[config.mk]
export PLATFORM = sky130hd
export DESIGN_NAME = seq_det_ctrl
export DESIGN_NICKNAME = d
export VERILOG_FILES = /design/src/rtl/seq_det_ctrl.sv
export SDC_FILE = /design/constraint.sdc
export NUM_CORES = 1
export LEC_CHECK = 0
export CAP_MARGIN = 20
export CORE_AREA = 5 5 67 82
export DETAILED_ROUTE_END_ITERATION = 10
export DIE_AREA = 0 0 72 87
export SLEW_MARGIN = 5
export SYNTH_ARGS = -nofsm -noshare
export SYNTH_HDL_FRONTEND = slang
export SYNTH_SLANG_ARGS = --single-unit
[constraint.sdc]
create_clock -name clk -period 6.05 [get_ports clk]
set_clock_uncertainty 0.15 [all_clocks]
set_input_delay 1.21 -clock clk [delete_from_list [all_inputs] [get_ports clk]]
set_output_delay 1.21 -clock clk [all_outputs]
set_load 0.01 [all_outputs]
[src/rtl/seq_det_ctrl.sv]
// Serial pattern detector with a configurable pattern and an overlap mode.
// Runs until a nonzero match target is reached or the run is stopped.
module seq_det_ctrl #(
  parameter int PAT_W = 4,
  parameter int CNT_W = 8
) (
  input  logic             clk,
  input  logic             reset,
  input  logic             cfg_valid,
  output logic             cfg_ready,
  input  logic [PAT_W-1:0] cfg_pattern,
  input  logic             cfg_overlap,
  input  logic [CNT_W-1:0] cfg_target,
  input  logic             start,
  input  logic             stop,
  input  logic             x,
  input  logic             x_valid,
  output logic             z,
  output logic [CNT_W-1:0] match_count,
  output logic             busy,
  output logic             done
);

  localparam int FW = $clog2(PAT_W);
  localparam logic [7:0] PAT_RST = 8'b0000_1011;
  localparam logic [FW-1:0] FILL_MAX = FW'(PAT_W - 1);

  typedef enum logic [1:0] {
    S_IDLE = 2'd0,
    S_RUN  = 2'd1,
    S_DONE = 2'd2
  } state_t;

  state_t             state_q, state_d;
  logic [PAT_W-1:0]   pattern_q, pattern_d;
  logic               overlap_q, overlap_d;
  logic [CNT_W-1:0]   target_q, target_d;
  logic [PAT_W-2:0]   hist_q, hist_d;
  logic [FW-1:0]      fill_q, fill_d;
  logic [CNT_W-1:0]   cnt_q, cnt_d;

  logic [PAT_W-1:0]   cand;
  logic [CNT_W-1:0]   cnt_inc;
  logic               hit;

  always_ff @(posedge clk) begin
    if (reset) begin
      state_q   <= S_IDLE;
      pattern_q <= PAT_RST[PAT_W-1:0];
      overlap_q <= 1'b1;
      target_q  <= '0;
      hist_q    <= '0;
      fill_q    <= '0;
      cnt_q     <= '0;
    end else begin
      state_q   <= state_d;
      pattern_q <= pattern_d;
      overlap_q <= overlap_d;
      target_q  <= target_d;
      hist_q    <= hist_d;
      fill_q    <= fill_d;
      cnt_q     <= cnt_d;
    end
  end

  always_comb begin
    state_d   = state_q;
    pattern_d = pattern_q;
    overlap_d = overlap_q;
    target_d  = target_q;
    hist_d    = hist_q;
    fill_d    = fill_q;
    cnt_d     = cnt_q;

    cand    = {hist_q, x};
    cnt_inc = (cnt_q == '1) ? cnt_q : cnt_q + CNT_W'(1);
    hit     = (state_q == S_RUN) && x_valid && (fill_q == FILL_MAX) && (cand == pattern_q);

    unique case (state_q)
      S_IDLE, S_DONE: begin
        // cfg_ready is high here, so cfg_valid alone is a transfer and beats start
        if (cfg_valid) begin
          pattern_d = cfg_pattern;
          overlap_d = cfg_overlap;
          target_d  = cfg_target;
          state_d   = S_IDLE;
        end else if (start) begin
          state_d = S_RUN;
          cnt_d   = '0;
          fill_d  = '0;
        end
      end
      S_RUN: begin
        if (x_valid) begin
          hist_d = cand[PAT_W-2:0];
          fill_d = (fill_q == FILL_MAX) ? fill_q : fill_q + FW'(1);
        end
        if (hit) begin
          cnt_d = cnt_inc;
          if (!overlap_q) fill_d = '0;
        end
        // a match coincident with stop is counted first and may still finish the run
        if (hit && (target_q != '0) && (cnt_inc == target_q)) state_d = S_DONE;
        else if (stop)                                        state_d = S_IDLE;
      end
      default: state_d = S_IDLE;
    endcase
  end

  assign cfg_ready   = reset || (state_q != S_RUN);
  assign z           = !reset && hit;
  assign busy        = !reset && (state_q == S_RUN);
  assign done        = !reset && (state_q == S_DONE);
  assign match_count = reset ? '0 : cnt_q;

endmodule
==> results.toml, run 1 <==
[status]
status = "completed"

[route]
drc = 0
vias = 1646
vias_per_cell = 5.38
dr.max_layer_used = "met4"
dr.pass1.iters = 4
wl_met1_um = 1870
antenna_left = 0
wl_per_cell_um = 14.0
met3WireLength_um = 194
route.met2.wl_um = 2110
drt-initial-drc-count = 106
wl_um = 4280

[global_routing]
antenna_found_initial = 0
overflow = 0
grt_pass1_vias = 1547
grt_max_degree = 30
grt_pass1_wl_um = 7200
grt_usage_pct = 14.4

[sta]
period_needed_ns = 4.80
setup_viol = 0
relSlewSlack_pct = 46.9
hold_viol_final = 0
rsz0062_at_grt = "false"
fmax_mhz = 209
tightestPinTransition_ns = 0.795
maxSlewViolCount = 0
tns_ns = 0
post-route-period-util_pct = 79.3

[critical_path]
worstSetupStartpointType = "input pin"
startpoint = "x"
r2r_slack_ns = 3.30
r2r_start = "cnt_q[0]$_SDFFE_PP0P_"
cp_max_fo = 10
endpoint_kind = "primary output"
crit_required_ns = 4.69
arrival_ns = 3.44
timing_worst_setup_path_type = "in2out"

[clocking]
cts_tree = "done"
clk_latency_ns = 0.28
cts.clk_slew.worst_paths_ns = 0.10
post_cts_resized = 0
holdBufCountCts = 0
cts.sinks = 28
h-tree-depth = 1
cts_root_buffer = "clkbuf_8"
cts_buffers = 3
cts_buffer_depth = 2
cts_setup_buffers = 0

[die]
die_w_um = 72
rows = 28
ios = 32
core-area_um2 = 4690
dieHeight_um = 87
start_util_pct = 36.9
dieArea_um2 = 6260

[yosys]
synthArstFlopShare_pct = 0
synth.area.top_cells = "dfxtp_1, nand2_1, a21oi_1"
ys_ff_latch = 28
yosys.cell_types.count = 52
yosysWarnings = 0
syn_inst = 223
netlist_area_um2 = 1730
synth_top_area_cell = "dfxtp_1"
synth_nets = 244
synth_enable_flop_cells = 0
syn_avg_cell_area_um2 = 7.77
synth.top_cell.area_share_pct = 32.3
post-synth-top-count-cell = "nand2_1"
synth_common_cells = "nand2_1, dfxtp_1, nor2_1"
ys_seq_area_share_pct = 32.3
synth_flop_cell = "dfxtp_1"

[placement]
gp_congestion = 0.873
dp_cells = 302
port_buffers = 31
dp_hpwl_um = 3200

[power_and_ir_drop]
vdd_drop_max_uv = 119
p_leak_nw = 0.838
power.density_nw_per_um2 = 190

[finish]
post_layout_nonfiller_instances = 306
area_growth_pct = 22.6
drive_above_1_share_pct = 5.69
nets = 268
n_antenna_cell = 0
fillers = 503

[job]
drv_cap = 0

[min_path]
hp-class = "reg2reg"
hp-start = "pattern_q[2]$_SDFFE_PP0P_"
==> cell families after synthesis <==
group	Yosys count	share of synthesized area, %
and+or+nand+nor	105	31.8
AOI/OAI and AO/OA	58	23.3
DFF	28	32.3
buffers and inverters	19	5.49
xor gates and xnor gates	8	4.04
muxes	4	2.31
adders and majority gates	1	0.722
==> registers in the layout, summed over array words and instances, names as in the netlist <==
name / count
cnt_q: 8
fill_q: 2
hist_q: 3
overlap_q: 1
pattern_q: 4
state_q: 2
target_q: 8
==> per-stage QoR <==
step / hold slack [ns] / worst slack [ns] / util, % / power (mW) / cell area (µm²)
finish: 0.328 / 1.25 / 45.3 / 0.404 / 2120
global route: 0.360 / 1.08 / 45.3 / 0.424 / 2120
CTS: 0.331 / 1.23 / 45.3 / 0.410 / 2120
detailed placement: 0.317 / 1.24 / 43.7 / 0.260 / 2050
global placement: 0.313 / 1.29 / 43.7 / 0.260 / 2050
floorplan: 0.282 / 2.52 / - / 0.237 / 1730
==> worst max-delay path: stages <==
cell and delay [ns]:
clkdlybuf4s50_1 0.43, xor2_1 0.17, nor4_1 0.44, nand3b_1 0.35, clkinv_1 0.26, clkdlybuf4s50_1 0.57
==> final cells by class <==
cell class / count / area, µm² / share of cell area (%)
well taps: 60 / 75.1 / 3.53
multi-input cells: 176 / 1080 / 50.7
inverters: 6 / 22.5 / 1.06
repair buffers: 32 / 318 / 15.0
clock buffers: 3 / 41.3 / 1.94
flip-flops and latches: 28 / 561 / 26.4
clock inverters: 1 / 30.0 / 1.41
==> power breakdown <==
group	internal (mW)	switching (mW)
logic	0.0299	0.0264
registers	0.191	0.00791
clock network	0.0886	0.0597
total	0.310	0.0940
==> path summary, 6_finish.rpt <==
kind | endpoint | cells after the start
worst min register to register | pattern_q[2]$_SDFFE_PP0P_ | 2
worst max register to register | state_q[0]$_SDFFE_PP0P_ | 7
worst max-delay path | z | 6
worst min-delay path | pattern_q[2]$_SDFFE_PP0P_ | 2
==> cell usage in the layout, fill, tap and decap left out, types with 6 or more instances in the layout <==
master and n:
nand3b_1 6, nor2_1 20, o21ai_0 10, a21oi_1 18
clkdlybuf4s50_1 31, nand3_1 6, dfxtp_1 28, xor2_1 6
nor2b_1 10, nand2_1 35
==> metal layers <==
metal / global-route usage (%) / vias to the layer above
li1: - / 839
met1: 17.8 / 756
met2: 24.9 / 42
met3: 2.19 / 9
met4: 5.98 / 0
met5: 0 / -
Note: power is estimated with default switching activity, not from simulation.
==> run 2: changes to the inputs <==
- clock period: 6.05 -> 5.03 ns (I/O delays scaled with it)
==> results.toml, run 2 (same netlist as run 1, synthesis figures left out) <==
[status]
status = "completed"

[power_and_ir_drop]
p_leak_nw = 0.842
power.density_nw_per_um2 = 228
vdd_drop_max_uv = 169
total_power_uw = 487

[sta]
tightestPinTransition_ns = 0.867
tns_ns = 0
maxSlewViolCount = 0
rsz0062_at_grt = "false"
layout_setup_ws_ns = 0.811
hold_viol_final = 0
post-route-period-util_pct = 83.9
hold_ws_ns = 0.337
relSlewSlack_pct = 42.1
period_needed_ns = 4.22
setup_viol = 0
fmax_mhz = 237

[finish]
drive_above_1_share_pct = 6.07
multi_input_area_um2 = 1080
fillers = 511
nets = 269
design_area_um2 = 2130
reg.largest.list = "cnt_q (8), target_q (8), pattern_q (4)"
regArea_um2 = 561
n_antenna_cell = 0
layout_commonest_cell = "nand2_1"
final_cell_mix = "nand2_1, clkdlybuf4s50_1, dfxtp_1, nor2_1, a21oi_1"
area_growth_pct = 23.0
post_layout_nonfiller_instances = 307
post-route-util_pct = 45.4

[clocking]
cts.sinks = 28
cts_root_buffer = "clkbuf_8"
cts.clk_slew.worst_paths_ns = 0.10
cts_tree = "done"
holdBufCountCts = 0
cts_buffers = 3
post_cts_resized = 0
h-tree-depth = 1
cts_buffer_depth = 2
clk_latency_ns = 0.28
cts_setup_buffers = 0

[critical_path]
worstSetupStartpointType = "input pin"
r2r-end = "state_q[0]$_SDFFE_PP0P_"
critPathBufInv = 4
endpoint_kind = "primary output"
r2r_slack_ns = 2.22
cp_top_family = "buffers and inverters"
cp_max_fo = 10
path_cells = "clkdlybuf4s50_1, xor2_1, nor4_1, nand3b_1, buf_4, clkinv_1, clkdlybuf4s50_1"
cp_slowest_stage_delay_ns = 0.57
crit_required_ns = 3.87
timing_worst_setup_path_type = "in2out"
reg2regPathDepth = 7
cpMaxStageDelayCell = "clkdlybuf4s50_1"
r2r_start = "cnt_q[0]$_SDFFE_PP0P_"
path_common_cell = "clkdlybuf4s50_1"
arrival_ns = 3.06

[job]
drv_cap = 0

[route]
drt-initial-drc-count = 129
vias_per_cell = 5.26
vias = 1616
wl_per_cell_um = 14.5
dr.pass1.iters = 4
antenna_left = 0
wl_um = 4440
drc = 0

[global_routing]
antenna_found_initial = 0
grt_pass1_vias = 1573
grt_pass1_wl_um = 7530
overflow = 0
grt_usage_pct = 15.0
grt_max_degree = 30

[min_path]
holdPathEnd = "pattern_q[2]$_SDFFE_PP0P_"
holdPathStages = 2
hp-start = "pattern_q[2]$_SDFFE_PP0P_"
hp-class = "reg2reg"

[placement]
dp_hpwl_um = 3280
placedInstanceArea_um2 = 2060
dp_cells = 303
gp_congestion = 0.864
pre_cts_slack_ns = 0.803
port_buffers = 31

[die]
dieArea_um2 = 6260
die_w_um = 72
start_util_pct = 36.9
rows = 28
core-area_um2 = 4690
ios = 32
dieHeight_um = 87
-- run 2: cell type report --
type	instances	area share (%)
tap	60	3.52
inverter	6	1.06
clock buffer	3	1.94
timing repair buffer	33	15.3
sequential	28	26.3
clock inverter	1	1.41
multi-input combinational	176	50.5
-- run 2: how the worst max path moves through the flow --
stage | from | end | slack [ns] | cells after the start
after floorplan | x | z | 1.91 | 4
after global placement | x | z | 0.83 | 7
after detailed placement | x | z | 0.80 | 7
after CTS | x | z | 0.80 | 7
after global routing | x | z | 0.59 | 7
final | x | z | 0.81 | 7
-- run 2: per-layer routing --
layer  vias to the layer above  routed length [µm]  GRT usage, %
li1                        843                   -             -
met3                         8                 173          2.31
met1                       731                2020          18.8
met4                         0                  97          5.13
met5                         -                   0             0
met2                        34                2150          26.0
-- run 2: where the power goes --
group | internal, mW | switching, mW
clock | 0.107 | 0.0726
combinational | 0.0360 | 0.0321
sequential | 0.230 | 0.00958
-- run 2: worst register-to-register path, stage by stage (launching register included) --
cell	delay, ns
dfxtp_1	0.51
ha_1	0.51
nand4_1	0.20
nor2_1	0.47
o21ai_0	0.25
a211o_1	0.31
nor4b_2	0.24
nor2_1	0.06
==> run 3: changes to the inputs <==
- clock period: 5.03 -> 3.91 ns (I/O delays scaled with it)
==> results.toml, run 3 (same netlist as run 1, synthesis figures left out) <==
[finish]
nets = 271
reg.largest.list = "cnt_q (8), target_q (8), pattern_q (4)"
n_antenna_cell = 0
layout_commonest_cell = "nand2_1"
design_area_um2 = 2150
final_cell_mix = "nand2_1, clkdlybuf4s50_1, dfxtp_1, nor2_1, a21oi_1"
drive_above_1_share_pct = 6.83
area_growth_pct = 23.9

[critical_path]
crit_required_ns = 2.98
r2r-end = "state_q[0]$_SDFFE_PP0P_"
timing_worst_setup_path_type = "in2out"
path_cells = "clkdlybuf4s50_1, xor2_1, nor4_1, nand3b_1, clkinv_1, clkdlybuf4s50_1"
cp_slowest_stage_delay_ns = 0.53
path_common_cell = "clkdlybuf4s50_1"
worstSetupStartpointType = "input pin"
reg2regPathDepth = 7
r2r_start = "cnt_q[0]$_SDFFE_PP0P_"
r2r_slack_ns = 1.13
cpMaxStageDelayCell = "clkdlybuf4s50_1"
cp_max_fo = 3
endpoint_kind = "primary output"
arrival_ns = 2.70

[sta]
hold_viol_final = 0
post-route-period-util_pct = 92.8
tightestPinTransition_ns = 0.890
rsz0062_at_grt = "false"
setup_viol = 0
relSlewSlack_pct = 40.6
tns_ns = 0
fmax_mhz = 276
period_needed_ns = 3.63
maxSlewViolCount = 0

[global_routing]
grt_max_degree = 20
overflow = 0
grt_pass1_vias = 1538
antenna_found_initial = 0
grt_pass1_wl_um = 7380
grt_usage_pct = 14.8

[clocking]
cts_root_buffer = "clkbuf_8"
cts_buffers = 3
holdBufCountCts = 0
cts_tree = "done"
cts_buffer_depth = 2
h-tree-depth = 1
post_cts_resized = 0
cts_setup_buffers = 0
cts.sinks = 28
cts.clk_slew.worst_paths_ns = 0.10
clk_latency_ns = 0.28

[route]
drt-initial-drc-count = 95
vias = 1692
drc = 0
antenna_left = 0
dr.pass1.iters = 4
wl_per_cell_um = 14.4
wl_um = 4440
vias_per_cell = 5.48

[min_path]
hp-class = "reg2reg"
holdPathStages = 2
holdPathEnd = "overlap_q$_SDFFE_PP1P_"
hp-start = "overlap_q$_SDFFE_PP1P_"

[power_and_ir_drop]
total_power_uw = 631
p_leak_nw = 0.853
power.density_nw_per_um2 = 294
vdd_drop_max_uv = 175

[die]
die_w_um = 72
core-area_um2 = 4690
dieHeight_um = 87
ios = 32
dieArea_um2 = 6260
start_util_pct = 36.9
rows = 28

[status]
status = "completed"

[placement]
gp_congestion = 0.813
placedInstanceArea_um2 = 2080
port_buffers = 31
dp_hpwl_um = 3340

[job]
drv_cap = 0
## run 3: cell types whose count changed in the layout (fill, tap and decap cells not counted)
cell   previous run  this run
buf_4             2         4
## run 3: metal layers
layer  part of all wire [%]  GRT usage [%]
met1                     43           17.8
met5                      0              0
met4                    1.1           4.62
met2                     52           27.5
met3                    4.2           1.39
## run 3: critical path, delay by kind of cell
kind                      cells  cell delay, ns
buffers and inverters         3            1.07
xor gates and xnor gates      1            0.17
and+or+nand+nor               2            0.67
## run 3: through the flow
step                std cells  util, %  worst slack, ns  hold slack, ns
finish                    309     45.7            0.283           0.342
global route              309     45.7            0.166           0.370
CTS                       309     45.7            0.258           0.345
detailed placement        305     44.2            0.264           0.330
global placement          305     44.2            0.297           0.315
floorplan                 223        -             1.24           0.282
## run 3: worst max-delay path by stage
stage               start  endpoint  slack, ns
finish                  x         z       0.28
detailed placement      x         z       0.26
global placement        x         z       0.30
global route            x         z       0.17
floorplan               x         z       1.24
CTS                     x         z       0.26
## run 3: area by class of cell
type / instances / area, µm²
fillers: 523 / 2550
multi-input cells: 176 / 1080
well taps: 60 / 75.1
clock inverters: 1 / 30.0
flip-flops and latches: 28 / 561
clock buffers: 3 / 41.3
repair buffers: 35 / 340
inverters: 6 / 22.5
## run 3: power by group
part / internal, mW / switching, mW / total (mW)
combinational: 0.0470 / 0.0421 / 0.0891
sequential: 0.296 / 0.0121 / 0.308
clock: 0.137 / 0.0970 / 0.234
